**src/rtl/occupancy_light_if.sv**
```systemverilog
// Signal bundle between the door-sensor/wall-switch side and the occupancy
// light controller.
interface occupancy_light_if #(
    parameter int CNT_W = 8
);
    logic             enter;
    logic             exit;
    logic             force_on;
    logic             force_off;
    logic             light;
    logic [CNT_W-1:0] occupancy;
    logic             full;
    logic             ovf;
    logic             unf;

    modport master (
        output enter, exit, force_on, force_off,
        input  light, occupancy, full, ovf, unf
    );

    modport slave (
        input  enter, exit, force_on, force_off,
        output light, occupancy, full, ovf, unf
    );
endinterface

```
**src/rtl/occupancy_light_ctrl.sv**
```systemverilog
// Room-lighting controller: saturating head count from entry/exit pulses,
// light on while occupied plus an off-delay, with wall-switch overrides.
module occupancy_light_ctrl #(
    parameter int CNT_W     = 8,
    parameter int MAX_OCC   = 200,
    parameter int OFF_DELAY = 16,
    parameter int DLY_W     = 5
) (
    input  logic              clk,
    input  logic              rst,
    occupancy_light_if.slave  bus
);

    typedef enum logic [1:0] {
        ST_OFF  = 2'd0,
        ST_ON   = 2'd1,
        ST_HOLD = 2'd2
    } state_t;

    localparam logic [CNT_W-1:0] MAX_C  = CNT_W'(MAX_OCC);
    localparam logic [CNT_W-1:0] ZERO_C = {CNT_W{1'b0}};
    localparam logic [CNT_W-1:0] ONE_C  = CNT_W'(1);
    localparam logic [DLY_W-1:0] DLY_C  = DLY_W'(OFF_DELAY);
    localparam logic [DLY_W-1:0] T0_C   = {DLY_W{1'b0}};
    localparam logic [DLY_W-1:0] T1_C   = DLY_W'(1);

    state_t           state_r;
    state_t           state_next_s;
    logic [DLY_W-1:0] timer_r;
    logic [DLY_W-1:0] timer_next_s;
    logic [CNT_W-1:0] occ_r;
    logic [CNT_W-1:0] occ_next_s;
    logic             ovf_next_s;
    logic             unf_next_s;
    logic             light_next_s;
    logic             light_r;
    logic             full_r;
    logic             ovf_r;
    logic             unf_r;

    // Saturating head-count update; dropped pulses raise ovf/unf for one cycle
    always_comb begin
        occ_next_s = occ_r;
        ovf_next_s = 1'b0;
        unf_next_s = 1'b0;
        if (bus.enter && !bus.exit) begin
            if (occ_r < MAX_C) begin
                occ_next_s = occ_r + ONE_C;
            end else begin
                ovf_next_s = 1'b1;
            end
        end else if (bus.exit && !bus.enter) begin
            if (occ_r > ZERO_C) begin
                occ_next_s = occ_r - ONE_C;
            end else begin
                unf_next_s = 1'b1;
            end
        end else begin
            occ_next_s = occ_r;
        end
    end

    // Lighting FSM; decisions use the new count so the light follows on the same edge
    always_comb begin
        state_next_s = state_r;
        timer_next_s = timer_r;
        case (state_r)
            ST_OFF: begin
                if (occ_next_s != ZERO_C) begin
                    state_next_s = ST_ON;
                end else begin
                    state_next_s = ST_OFF;
                end
            end
            ST_ON: begin
                if (occ_next_s == ZERO_C) begin
                    if (OFF_DELAY == 0) begin
                        state_next_s = ST_OFF;
                        timer_next_s = T0_C;
                    end else begin
                        state_next_s = ST_HOLD;
                        timer_next_s = DLY_C;
                    end
                end else begin
                    state_next_s = ST_ON;
                end
            end
            ST_HOLD: begin
                if (occ_next_s != ZERO_C) begin
                    state_next_s = ST_ON;
                    timer_next_s = T0_C;
                end else if (timer_r == T1_C) begin
                    state_next_s = ST_OFF;
                    timer_next_s = T0_C;
                end else begin
                    timer_next_s = timer_r - T1_C;
                end
            end
            default: begin
                state_next_s = ST_OFF;
                timer_next_s = T0_C;
            end
        endcase
    end

    // Overrides only mask the light; the FSM keeps tracking underneath
    always_comb begin
        if (bus.force_off) begin
            light_next_s = 1'b0;
        end else if (bus.force_on) begin
            light_next_s = 1'b1;
        end else begin
            light_next_s = (state_next_s != ST_OFF);
        end
    end

    // State and registered outputs
    always_ff @(posedge clk) begin
        if (rst) begin
            state_r <= ST_OFF;
            timer_r <= T0_C;
            occ_r   <= ZERO_C;
            light_r <= 1'b0;
            full_r  <= 1'b0;
            ovf_r   <= 1'b0;
            unf_r   <= 1'b0;
        end else begin
            state_r <= state_next_s;
            timer_r <= timer_next_s;
            occ_r   <= occ_next_s;
            light_r <= light_next_s;
            full_r  <= (occ_next_s == MAX_C);
            ovf_r   <= ovf_next_s;
            unf_r   <= unf_next_s;
        end
    end

    assign bus.light     = light_r;
    assign bus.occupancy = occ_r;
    assign bus.full      = full_r;
    assign bus.ovf       = ovf_r;
    assign bus.unf       = unf_r;

endmodule

```
**src/flat_wrapper.sv**
```systemverilog
// flat-port wrapper written by rule: the top's interface ports become plain ports
module occupancy_light_ctrl_flat 
#(
    parameter int CNT_W     = 8,
    parameter int MAX_OCC   = 200,
    parameter int OFF_DELAY = 16,
    parameter int DLY_W     = 5
)
  (clk, rst, bus_enter, bus_exit, bus_force_on, bus_force_off, bus_light, bus_occupancy, bus_full, bus_ovf, bus_unf);
  occupancy_light_if #(.CNT_W(CNT_W)) bus_i ();
  input  logic clk;
  input  logic rst;
  input wire logic [$bits(bus_i.enter)-1:0] bus_enter;
  input wire logic [$bits(bus_i.exit)-1:0] bus_exit;
  input wire logic [$bits(bus_i.force_on)-1:0] bus_force_on;
  input wire logic [$bits(bus_i.force_off)-1:0] bus_force_off;
  output wire logic [$bits(bus_i.light)-1:0] bus_light;
  output wire logic [$bits(bus_i.occupancy)-1:0] bus_occupancy;
  output wire logic [$bits(bus_i.full)-1:0] bus_full;
  output wire logic [$bits(bus_i.ovf)-1:0] bus_ovf;
  output wire logic [$bits(bus_i.unf)-1:0] bus_unf;
  assign bus_i.enter = bus_enter;
  assign bus_i.exit = bus_exit;
  assign bus_i.force_on = bus_force_on;
  assign bus_i.force_off = bus_force_off;
  assign bus_light = bus_i.light;
  assign bus_occupancy = bus_i.occupancy;
  assign bus_full = bus_i.full;
  assign bus_ovf = bus_i.ovf;
  assign bus_unf = bus_i.unf;
  occupancy_light_ctrl #(.CNT_W(CNT_W), .MAX_OCC(MAX_OCC), .OFF_DELAY(OFF_DELAY), .DLY_W(DLY_W)) u_core (.clk(clk), .rst(rst), .bus(bus_i));
endmodule
```
**config.mk**
```make
export PLATFORM = sky130hd
export DESIGN_NAME = occupancy_light_ctrl_flat
export DESIGN_NICKNAME = d
export VERILOG_FILES = /design/src/rtl/occupancy_light_if.sv /design/src/rtl/occupancy_light_ctrl.sv /design/src/flat_wrapper.sv
export SDC_FILE = /design/constraint.sdc
export NUM_CORES = 1
export LEC_CHECK = 0
export ABC_AREA = 1
export CAP_MARGIN = 20
export CORE_MARGIN = 8
export CORE_UTILIZATION = 52
export CTS_BUF_LIST = sky130_fd_sc_hd__clkbuf_8
export CTS_CLUSTER_SIZE = 28
export DETAILED_ROUTE_END_ITERATION = 12
export GPL_TIMING_DRIVEN = 0
export PLACE_DENSITY_LB_ADDON = 0.12
export SYNTH_ARGS = -nofsm -noshare
export SYNTH_HDL_FRONTEND = slang
export SYNTH_SLANG_ARGS = --single-unit
```
**constraint.sdc**
```tcl
create_clock -name clk -period 2.07 [get_ports clk]
set_clock_uncertainty 0.2 [all_clocks]
set_input_delay 0.5175 -clock clk [delete_from_list [all_inputs] [get_ports clk]]
set_output_delay 0.5175 -clock clk [all_outputs]
set_load 0.02 [all_outputs]
```
Word level (Yosys, flattened, before mapping)

Index checks and enable logic that the tools add are counted.
W data, S select, Z words.

Flip-flop bits (word level): 19
Input port bits: 6
Output and inout bits: 12
Logic and storage cells: 48

$add $sub $neg: 3
Order comparisons: 2
Equality and inequality tests: 5
Multiplexer cells: 16
Bitwise logic cells: 3
Reduce and logical (&&, ||, !) cells: 12

Operators with widths:

| operator              | count |
|---|---|
| $mux W8               | 4 |
| $mux W5               | 3 |
| $pmux W5 S3           | 1 |
| $add A8 B1 Y8 const B | 1 |
| $eq A8 B8 Y1 const B  | 1 |
| $gt A8 B1 Y1 const B  | 1 |
| $logic_not A8 Y1      | 1 |
| $lt A8 B8 Y1 const B  | 1 |
| $reduce_bool A8 Y1    | 1 |
| $sub A8 B1 Y8 const B | 1 |
| $mux W2               | 3 |
| $pmux W2 S3           | 1 |
| $eq A5 B1 Y1 const B  | 1 |
| $sub A5 B1 Y5 const B | 1 |
| $mux W1               | 4 |
| $reduce_or A2 Y1      | 2 |
| $not A1 Y1            | 3 |
| $reduce_or A3 Y1      | 1 |
| $eq A2 B1 Y1 const B  | 1 |
| $eq A2 B2 Y1 const B  | 1 |
| $logic_and A1 B1 Y1   | 2 |
| $logic_not A1 Y1      | 2 |
| $logic_not A2 Y1      | 1 |
| $ne A2 B1 Y1 const B  | 1 |
| 2 further kinds       | 2 |

Longest topological paths before layout

Depth in word-level cells: 9
Mapped depth: 17
Mapped depth without buffers: 17

Least setup slack after synthesis

Ideal clock, no wire load.

Path kind: register to register
Start: register u_core.occ_r[0] (netlist: u_core.bus.occupancy[0])
End: register u_core.light_r (netlist: u_core.bus.light)
Setup time: 0.126 ns
Arrival time: 1.905 ns
Required time: 1.744 ns
Slack: -0.161 ns
Cell stages (with the launch flop): 15
Buffers on the path: 0
Clock period less this slack: 2.231 ns
Cells stage by stage: dfxtp_1 > inv_1 > ha_1 > nand2_1 > nor2_1 > nand2_2 > nand2_2 > nand2_1 > nand2_1 > nand2_1 > nand3_1 > nor2_4 > nand2_4 > o21ai_0 > a21oi_1

Cells in the longest elaborated chain, start to end: 9
Elaborated cells between the ends (all ways): 16
Classes of those cells: add/sub: 2; order compare: 2; mux: 9; reduce/logical: 3

Ends and longest elaborated chain:

| item                                                   | RTL line                                                                           | RTL |
|---|---|---|
| start, declared                                        | occupancy_light_ctrl.sv:31                                                         | `logic [CNT_W-1:0] occ_r;` |
| start signal, assigned                                 | occupancy_light_ctrl.sv:130                                                        | `occ_r <= occ_next_s;` |
| $sub A8 B1 Y8 or $gt A8 B1 Y1 (tied branches)          | occupancy_light_ctrl.sv:54, occupancy_light_ctrl.sv:53                             |  |
| $mux W8                                                | occupancy_light_ctrl.sv:53                                                         | `if (occ_r > ZERO_C) begin` |
| $mux W8                                                | occupancy_light_ctrl.sv:52                                                         | `end else if (bus.exit && !bus.enter) begin` |
| $mux W8 (*)                                            | occupancy_light_ctrl.sv:46                                                         | `if (bus.enter && !bus.exit) begin` |
| $reduce_bool A8 Y1 or $logic_not A8 Y1 (tied branches) | occupancy_light_ctrl.sv:69, occupancy_light_ctrl.sv:89, occupancy_light_ctrl.sv:76 |  |
| $mux W2, or another cell as far along                  | occupancy_light_ctrl.sv:89                                                         | `if (occ_next_s != ZERO_C) begin` |
| $pmux W2 S3 (*)                                        | occupancy_light_ctrl.sv:67                                                         | `case (state_r)` |
| $reduce_bool A2 Y1 (*)                                 | occupancy_light_ctrl.sv:113                                                        | `light_next_s = (state_next_s != ST_OFF);` |
| $mux W1 (*)                                            | occupancy_light_ctrl.sv:110                                                        | `end else if (bus.force_on) begin` |
| end signal, assigned                                   | occupancy_light_ctrl.sv:131                                                        | `light_r <= light_next_s;` |
| end, declared                                          | occupancy_light_ctrl.sv:36                                                         | `logic light_r;` |

Every way passes the cells marked *; elsewhere a longest branch is shown, timed or not.
A chain may end at the register's enable or synchronous reset.

Worst setup path after layout

Start: register u_core.occ_r[1] (netlist: u_core.bus.occupancy[1])
End: register u_core.light_r (netlist: u_core.bus.light)

Same word-level chain as after synthesis.

==> flow_metrics.tcl <==
set metrics [dict create \
    status "finished with violations" \
    failed_checks "negative setup slack" \
    root_buffer "clkbuf_8" \
    syn-num-nets 240 \
    path_delay_family "simple AND/OR/NAND/NOR gates" \
    gp_congestion 0.866 \
    netlist_instances 226 \
    cp.required_ps 2020 \
    r2r_start "u_core.bus.occupancy[1]$_SDFF_PP0_" \
    grt_util_all_layers 0.164 \
    leakagePower_nw 1.00 \
    crit_slowest_cell "dfxtp_4" \
    drive_above_1_share 0.369 \
    hp-class "reg -> reg" \
    crit_chain "ha_1 -> nand2_1 -> inv_1 -> nand2_1 -> nand2_1 -> nand3_1 -> nand2_1 -> inv_1 -> nor2_2 -> nand2_2 -> nor2_4 -> nand2_4 -> buf_4 -> o21ai_4 -> a21oi_1" \
    cts_sinks 19 \
    postPlaceCellArea_um2 1650 \
    start_util 0.536 \
    syn_area_per_cell_um2 6.37 \
    min_period_ps 2280 \
    synthTopCellsByArea "dfxtp_1, nand2_1, nor2_1" \
    critical_path_peak_fanout 4 \
    finalHoldViolCount 0 \
    grt_antenna_before_repair 0 \
    die-width_um 68.6 \
    netlist.area_leader.share 0.264 \
    drc_errors 0 \
    end_kind "flip-flop" \
    worst_pin_slew_ps 499 \
    globalRouteOverflowTotal 0 \
    io_pins 18 \
    first_pass_iters 5 \
    clk-insertion-delay-late_ps 250 \
    min_from "u_core.timer_r[3]$_SDFFE_PP0P_" \
    crit_type "reg -> reg" \
    place_ws_ps -660 \
    dp_hpwl_mm 2.46 \
    hold_buffers 0 \
    io_buffers 16 \
    cp_data_arrival_time_ps 2230 \
    synth_area_um2 1440 \
    n_antenna_cell 0 \
    clkSlewWorstSetupHoldPaths_ps 70 \
    post_drt_wl_per_cell_um 14.3 \
    final_area_um2 2120 \
    die_y_um 68.6 \
    path_common_cell "nand2_1" \
    fin_cells 305 \
    timing.fmax_mhz 438 \
    drt_wl_total_mm 4.36 \
    cts_buffer_depth 2 \
    finalCoreUtilization 0.789 \
    core_um2 2690 \
    fin_nets 289 \
    post-route-period-util 1.10 \
    layout_commonest_cell "nand2_1" \
    vias_per_cell 5.36 \
    syn2layout_area_growth_pct 47.2 \
    path_buf_inv 3 \
    die_area_um2 4710 \
    synth_top_area_cell "dfxtp_1" \
    rsz0062_at_grt "true" \
    holdPathStages 2 \
    ys_warn_count 0 \
    relSlewSlack 0.667 \
    antenna_left 0 \
    power_density_nw_per_um2 749 \
    totalPowerFinal_mw 1.59 \
    start_kind "flip-flop" \
    ys_ff_latch 19 \
    cts_tree "built" \
    reg2reg_slack_ps -210 \
    grt_max_degree 11 \
    grt_pass1_vias 1400 \
    drtIter0Drc 161 \
    cts.htree.levels 1 \
    setup_viol 9 \
    irDropWorstVdd_uv 662 \
    reg2reg_to "u_core.bus.light$_SDFF_PP0_" \
    ys_types 24 \
    finalWorstSetupSlack_ps -211 \
    cap_violations 0 \
    final_cell_mix "nand2_1, nor2_1, buf_4, inv_1, nand3_1" \
    synth_seq_area_share 0.264 \
    numCtsBuffers 3 \
    slew_violations 0 \
    rows 19 \
    vias 1635 \
    slowest_delay_ps 380 \
    placed_cells 273 \
    grt_pass1_wl_mm 6.09 \
    holdPathEnd "u_core.timer_r[3]$_SDFFE_PP0P_" \
    r2r_cells 15 \
]
-- state kept, by name, indices dropped and copies added (netlist names) --
signal,flops
u_core.bus.ovf,1
u_core.bus.light,1
u_core.bus.unf,1
u_core.bus.full,1
u_core.timer_r,5
u_core.bus.occupancy,8
u_core.state_r,2
-- timing repair --
action	CTS	global route
resized for setup	32	41
pin swaps	11	20
setup endpoints to repair	10	12
endpoints found under the hold margin	0	0
setup buffers	21	7
-- worst min-delay path, stage by stage, from the launching register on --
cell and delay (ps):
dfxtp_1 340, nand2_1 70, a21oi_1 50
-- logic make-up (layout without fill, tap and decap cells) --
| group | count (synthesis) | count (layout) | synth area share |
|---|---|---|---|
| adder cells (fa/ha/maj) | 8 | 8 | 0.0695 |
| AO/OA/AOI/OAI | 20 | 20 | 0.0695 |
| AND/OR/NAND/NOR | 143 | 143 | 0.485 |
| flip-flops | 19 | 19 | 0.264 |
| buffers and inverters | 34 | 82 | 0.0999 |
| XOR/XNOR | 2 | 2 | 0.0122 |
-- worst max-delay path by stage --
stage | startpoint | to | depth (start not counted) | slack (ps)
6_report | u_core.bus.occupancy[1]$_SDFF_PP0_ | u_core.bus.light$_SDFF_PP0_ | 15 | -210
5_1_grt | u_core.bus.occupancy[1]$_SDFF_PP0_ | u_core.timer_r[1]$_SDFFE_PP0P_ | 17 | -310
4_1_cts | u_core.bus.occupancy[1]$_SDFF_PP0_ | u_core.timer_r[2]$_SDFFE_PP0P_ | 16 | -40
3_5_place_dp | bus_exit | u_core.timer_r[1]$_SDFFE_PP0P_ | 16 | -660
3_3_place_gp | bus_exit | u_core.timer_r[4]$_SDFFE_PP0P_ | 14 | -670
2_1_floorplan | u_core.bus.occupancy[0]$_SDFF_PP0_ | u_core.timer_r[4]$_SDFFE_PP0P_ | 16 | 7
-- final cells by class --
cell class                      count  area [µm²]
Multi-Input combinational cell    173        1120
Fill cell                         191         567
Sequential cell                    19         393
Timing Repair Buffer               44         378
Inverter                           30         119
Clock buffer                        3        41.3
Tap cell                           31        38.8
Buffer                              4        30.0
Clock inverter                      1        3.75
-- report_power, final --
part | leakage, nW | switching [mW] | internal [mW]
Combinational | 0.816 | 0.514 | 0.379
Clock | 0.0269 | 0.119 | 0.132
Sequential | 0.158 | 0.0357 | 0.408
Total | 1.00 | 0.669 | 0.919
-- synth_stat cells --
master,instances
clkinv_1,1
nand2_1,54
clkbuf_1,2
ha_1,8
o21ai_1,1
inv_2,3
nand2_4,6
or2_2,1
xnor2_1,2
nand4_1,1
nor4_1,1
buf_6,2
nand2_2,5
clkinv_2,1
inv_1,25
nor3_1,5
a21oi_1,12
nor2_1,39
dfxtp_1,19
nand3_1,21
nor2_2,4
nor2_4,5
o21ai_0,7
nand3b_4,1
-- metrics by stage --
step / hold slack (ps) / TNS (ps)
floorplan: 265 / 0
global placement: 286 / -6050
detailed placement: 294 / -6060
CTS: 305 / -169
global route: 343 / -2360
finish: 305 / -1480
-- routing by layer --
metal / up-vias / share of wire / global-route usage
met5: - / 0 / 0
met1: 754 / 0.44 / 0.210
met2: 71 / 0.47 / 0.271
li1: 800 / - / -
met4: 0 / 0.017 / 0.0230
met3: 10 / 0.073 / 0.0468
Note: power is estimated with default switching activity, not from simulation.
